`config.mk`:
```
export PLATFORM = sky130hd
export DESIGN_NAME = operand_sequencer
export DESIGN_NICKNAME = d
export VERILOG_FILES = /design/src/rtl/operand_pkg.sv /design/src/rtl/key_debounce.sv /design/src/rtl/operand_sequencer.sv
export SDC_FILE = /design/constraint.sdc
export NUM_CORES = 1
export LEC_CHECK = 0
export BUFFER_PORTS_ARGS = -buffer_cell sky130_fd_sc_hd__clkbuf_2
export CORE_ASPECT_RATIO = 1.2
export CORE_UTILIZATION = 55
export DETAILED_ROUTE_END_ITERATION = 8
export PLACE_DENSITY_LB_ADDON = 0.1
export SYNTH_ARGS = -nofsm -noshare
export SYNTH_HDL_FRONTEND = slang
export SYNTH_HIERARCHICAL = 1
export SYNTH_SLANG_ARGS = --single-unit
```
`constraint.sdc`:
```
create_clock -name Clk -period 2.9 [get_ports Clk]
set_input_delay 0.145 -clock Clk [delete_from_list [all_inputs] [get_ports Clk]]
set_output_delay 0.145 -clock Clk [all_outputs]
set_load 0.005 [all_outputs]
```
`src/rtl/operand_pkg.sv`:
```
// Shared definitions for the operand sequencer: operand width, FSM codes and
// the default debounce interval (10 ms at 50 MHz).
package operand_pkg;

   localparam int OPW              = 8;
   localparam int DEBOUNCE_DEFAULT = 500000;

   typedef enum logic [1:0] {
      LOAD_A = 2'b00,
      LOAD_B = 2'b01,
      ADD    = 2'b10,
      SHOW   = 2'b11
   } state_t;

endpackage

```
`src/rtl/key_debounce.sv`:
```
// Two-flop synchronizer plus stable-count debouncer for one raw key level.
// Emits a single-cycle press pulse on each debounced 0->1 transition.
module key_debounce
   import operand_pkg::*;
#(
   parameter int DEBOUNCE_CYCLES = DEBOUNCE_DEFAULT,
   parameter int CNT_W           = 19
) (
   input  logic Clk,
   input  logic Reset,
   input  logic raw,
   output logic press,
   output logic level
);

   localparam logic [CNT_W-1:0] CNT_LAST = CNT_W'(DEBOUNCE_CYCLES - 1);

   logic             s1;
   logic             s2;
   logic             db;
   logic [CNT_W-1:0] cnt;

   always_ff @(posedge Clk) begin
      if (Reset) begin
         s1    <= 1'b0;
         s2    <= 1'b0;
         db    <= 1'b0;
         cnt   <= '0;
         press <= 1'b0;
      end else begin
         s1    <= raw;
         s2    <= s1;
         press <= 1'b0;
         // Any agreement with the accepted level restarts the stability count.
         if (s2 == db) begin
            cnt <= '0;
         end else if (cnt == CNT_LAST) begin
            db    <= s2;
            cnt   <= '0;
            press <= s2;
         end else begin
            cnt <= cnt + CNT_W'(1);
         end
      end
   end

   assign level = db;

endmodule

```
`src/rtl/operand_sequencer.sv`:
```
// Loads operand A then B from a shared switch bus on successive debounced
// Enter presses, then registers the 9-bit sum with carry and signed overflow.
module operand_sequencer
   import operand_pkg::*;
#(
   parameter int DEBOUNCE_CYCLES = DEBOUNCE_DEFAULT,
   parameter int CNT_W           = 19
) (
   input  logic           Clk,
   input  logic           Reset,
   input  logic [OPW-1:0] D,
   input  logic           Enter,
   input  logic           Clear,
   output logic [OPW-1:0] A,
   output logic [OPW-1:0] B,
   output logic [OPW-1:0] Sum,
   output logic           Cout,
   output logic           Ovf,
   output logic           Valid,
   output logic [1:0]     State
);

   state_t         state, state_nxt;
   logic           press, level, accept;
   logic [OPW-1:0] a_nxt, b_nxt, sum_nxt;
   logic           cout_nxt, ovf_nxt, valid_nxt;

   // Returns {ovf, cout, sum}; overflow when like-signed operands give an unlike-signed result.
   function automatic logic [OPW+1:0] add_ovf(input logic signed [OPW-1:0] x,
                                              input logic signed [OPW-1:0] y);
      logic [OPW:0] wide;
      logic         ovf;
      wide = {1'b0, x} + {1'b0, y};
      ovf  = (x[OPW-1] == y[OPW-1]) && (wide[OPW-1] != x[OPW-1]);
      return {ovf, wide};
   endfunction

   key_debounce #(
      .DEBOUNCE_CYCLES (DEBOUNCE_CYCLES),
      .CNT_W           (CNT_W)
   ) u_db (
      .Clk   (Clk),
      .Reset (Reset),
      .raw   (Enter),
      .press (press),
      .level (level)
   );

   // press only ever fires while the debounced level is high
   assign accept = press & level;

   always_ff @(posedge Clk) begin
      if (Reset) begin
         state <= LOAD_A;
         A     <= '0;
         B     <= '0;
         Sum   <= '0;
         Cout  <= 1'b0;
         Ovf   <= 1'b0;
         Valid <= 1'b0;
      end else begin
         state <= state_nxt;
         A     <= a_nxt;
         B     <= b_nxt;
         Sum   <= sum_nxt;
         Cout  <= cout_nxt;
         Ovf   <= ovf_nxt;
         Valid <= valid_nxt;
      end
   end

   always_comb begin
      state_nxt = state;
      a_nxt     = A;
      b_nxt     = B;
      sum_nxt   = Sum;
      cout_nxt  = Cout;
      ovf_nxt   = Ovf;
      valid_nxt = Valid;
      if (Clear) begin
         state_nxt = LOAD_A;
         valid_nxt = 1'b0;
      end else begin
         case (state)
            LOAD_A, SHOW: begin
               if (accept) begin
                  a_nxt     = D;
                  b_nxt     = '0;
                  valid_nxt = 1'b0;
                  state_nxt = LOAD_B;
               end
            end
            LOAD_B: begin
               if (accept) begin
                  b_nxt     = D;
                  state_nxt = ADD;
               end
            end
            ADD: begin
               {ovf_nxt, cout_nxt, sum_nxt} = add_ovf(A, B);
               valid_nxt = 1'b1;
               state_nxt = SHOW;
            end
            default: state_nxt = LOAD_A;
         endcase
      end
   end

   assign State = state;

endmodule

```
==> impl_metrics.ini <==
[grt]
grt_pass1_wl_mm = 8.40
grt_use_total_pct = 22.2
grt_pass1_vias = 1897
grt_max_degree = 38
grt-ovfl-total = 0
antenna_found_initial = 0

[power_and_ir_drop]
switching_share_pct = 21.7
peakVddDrop_uv = 301
power_density_nw_per_um2 = 419
leakage_nw = 1.04
p_int_mw = 0.917
power.switching_mw = 0.255
pwr-share-comb_pct = 2.1
pwr-share-seq_pct = 61.1
clockPowerShare_pct = 36.7

[run]
cap_violations = 0

[yosys]
netlist_area_um2 = 2480
avgSynthCellArea_um2 = 8.55
ys_seq_area_share_pct = 42.0
ys_types = 49
netlist_instances = 290
ys_seq_elements = 52
ys_warn_count = 6
synth_fp_nets = 315

[cts]
hold_buffers = 0
cts_setup_buffers = 0
clkTransAtPathRegs_ns = 0.10
clock_latency_ns = 0.31
cts_made_buffers = 5
cts_sinks = 52
root_buffer = clkbuf_8
htreeDepth = 2
cts_max_path_buffers = 2
cts_tree = built
cts_resized = 0

[sta]
hold_violations = 0
fmax_mhz = 483
grt_setup_unrepaired = false
setup_violations = 0
finClkSkew_ns = 0.0114
period_minus_slack_ns = 2.07
worst_pin_slew_ns = 0.707
finalSetupTns_ns = 0
finalCritPeriodShare_pct = 71.3
slew_violations = 0
relSlewSlack_pct = 52.8

[detailed_routing]
first_pass_iters = 4
drt-wirelength-per-cell_um = 12.8
via_count = 2113
via_per_inst = 5.50
routed_wl_mm = 4.93
drt_iter0_drc = 99
ant_nets = 0
drc_errors = 0

[status]
run_status = completed

[cells_and_area]
final_nets = 352
final_area_um2 = 2790
fillerInstances = 390
area_growth_pct = 12.7
final_core_util_pct = 65.1
drive_gt1_share_pct = 17.7
n_antenna_cell = 0

[critical_path]
crit_path_start_kind = register
worstPathArrival_ns = 2.23
crit_path_end_kind = register
required_ns = 3.06
worst-path-max-fanout = 3
path_class = register to register
crit_slowest_cell = fa_1
crit_family = compound AO/OA/AOI/OAI gates
worst-path-buf-inv = 0
cp_slowest_stage_delay_ns = 0.41
cp_cell_sequence = ha_1 > fa_1 > a21o_2 > a21oi_1 > o21ai_0 > o211ai_1 > a31oi_1

[placed_design]
placed_area_um2 = 2700
io_buffers = 40
dp_hpwl_mm = 3.62
place_congestion = 0.863

[hold_path]
hp-class = input port to register

[floorplan]
die_h_um = 75.5
start_util_pct = 57.7
coreArea_um2 = 4290
ios = 41
rows = 26
dieArea_um2 = 4780
die_w_um = 63.3
logic make-up after synthesis:
family | synth area share, %
simple gates | 28.4
fa+ha+maj | 6.87
flops | 42.0
xor+xnor | 5.65
compound gates | 14.0
buf+inv | 3.03
per-layer routing:
metal | part of all wire, % | track usage [%] | wire [um] | vias to the layer above
met5 | 0 | 0 | 0 | -
met4 | 1.3 | 8.33 | 65 | 0
met3 | 2.6 | 4.64 | 126 | 6
met2 | 51 | 41.5 | 2520 | 30
met1 | 45 | 25.3 | 2220 | 967
li1 | - | - | - | 1110
worst reg2reg max path, delay by kind of cell, from the launching register on:
| kind | cells | cell delay [ns] |
|---|---|---|
| flops | 1 | 0.34 |
| compound gates | 5 | 0.92 |
| fa+ha+maj | 2 | 0.65 |
metrics by stage:
step	setup slack, ns	hold slack (ns)	total power [mW]	instances
after floorplan	1.04	0.214	0.746	290
after global placement	0.915	0.361	0.758	376
after detailed placement	0.877	0.373	0.758	376
after CTS	0.844	0.0431	1.18	384
after global routing	0.738	0.0539	1.21	384
final	0.832	0.0511	1.17	384
Yosys cell counts (all sizes together):
master / instances / share of area, %
nor3: 8 / 1.6
a31oi: 2 / 0.50
o31ai: 1 / 0.30
o311ai: 2 / 0.71
inv: 6 / 0.91
or3b: 1 / 0.35
fa: 1 / 0.81
nor2: 25 / 3.8
nand4: 8 / 2.0
a21o: 4 / 1.3
or2: 1 / 0.25
and4: 3 / 1.1
nor2b: 3 / 0.76
xnor2: 11 / 3.9
and2: 2 / 0.56
dfxtp: 52 / 42
a2111oi: 1 / 0.35
and4bb: 1 / 0.50
nand4bb: 1 / 0.45
a211oi: 3 / 0.91
o21a: 1 / 0.30
nor4: 4 / 1.0
nor4b: 2 / 0.71
buf: 7 / 1.6
o211ai: 2 / 0.61
a21oi: 30 / 6.1
and3: 2 / 0.56
nand3b: 2 / 0.61
xor2: 5 / 1.8
nor3b: 1 / 0.50
nand2: 43 / 6.5
o21ai: 8 / 2.1
or4: 4 / 1.2
nand3: 21 / 4.2
nand4b: 2 / 0.96
or3: 2 / 0.50
nand2b: 1 / 0.25
ha: 12 / 6.1
clkbuf: 3 / 0.50
a221oi: 1 / 0.61
a31o: 1 / 0.35
state kept, by name, summed over array words and instances (netlist names):
register	count
u_db/level	1
B	8
u_db/s2	1
Ovf	1
State	2
u_db/press	1
Sum	8
u_db/cnt	19
Cout	1
A	8
u_db/s1	1
Valid	1
area by class of cell:
class / count / area [um^2] / share of cell area (%)
Inverter: 6 / 22.5 / 0.806
Sequential cell: 52 / 1040 / 37.3
Clock inverter: 2 / 15.0 / 0.537
Timing Repair Buffer: 40 / 200 / 7.17
Tap cell: 56 / 70.1 / 2.51
Multi-Input combinational cell: 222 / 1360 / 48.8
Clock buffer: 6 / 82.6 / 2.96
final timing paths:
path / from / to / slack [ns] / cells after the start
worst max-delay path: A[0]$_SDFFE_PP0P_ / Cout$_SDFFE_PP0P_ / 0.83 / 7
worst min-delay path: Enter / u_db/s1$_SDFF_PP0_ / 0.05 / 2
worst max register to register: A[0]$_SDFFE_PP0P_ / Cout$_SDFFE_PP0P_ / 0.83 / 7
worst min register to register: Sum[1]$_SDFFE_PP0P_ / Sum[1]$_SDFFE_PP0P_ / 0.46 / 2
layout by cell type, fill, tap and decap left out, types with 3 or more instances in the layout:
cell type / n
xnor2_1: 11
a211oi_1: 3
nand3_1: 21
a21o_1: 3
nor2_1: 25
and4_1: 3
nor4_1: 4
clkbuf_8: 6
nand2_1: 43
or4_1: 4
a21oi_1: 30
nor3_1: 8
o21ai_0: 7
nand4_1: 8
nor2b_1: 3
inv_1: 6
ha_1: 12
xor2_1: 5
dfxtp_1: 52
clkbuf_2: 40
power groups by stage:
stage	clock network, mW	registers (mW)	logic (mW)
global placement	0	0.733	0.0254
CTS	0.443	0.716	0.0253
finish	0.430	0.716	0.0251
floorplan	0	0.733	0.0135
detailed placement	0	0.733	0.0253
global route	0.468	0.717	0.0277
No activity file was read; power rests on OpenSTA's default activity.
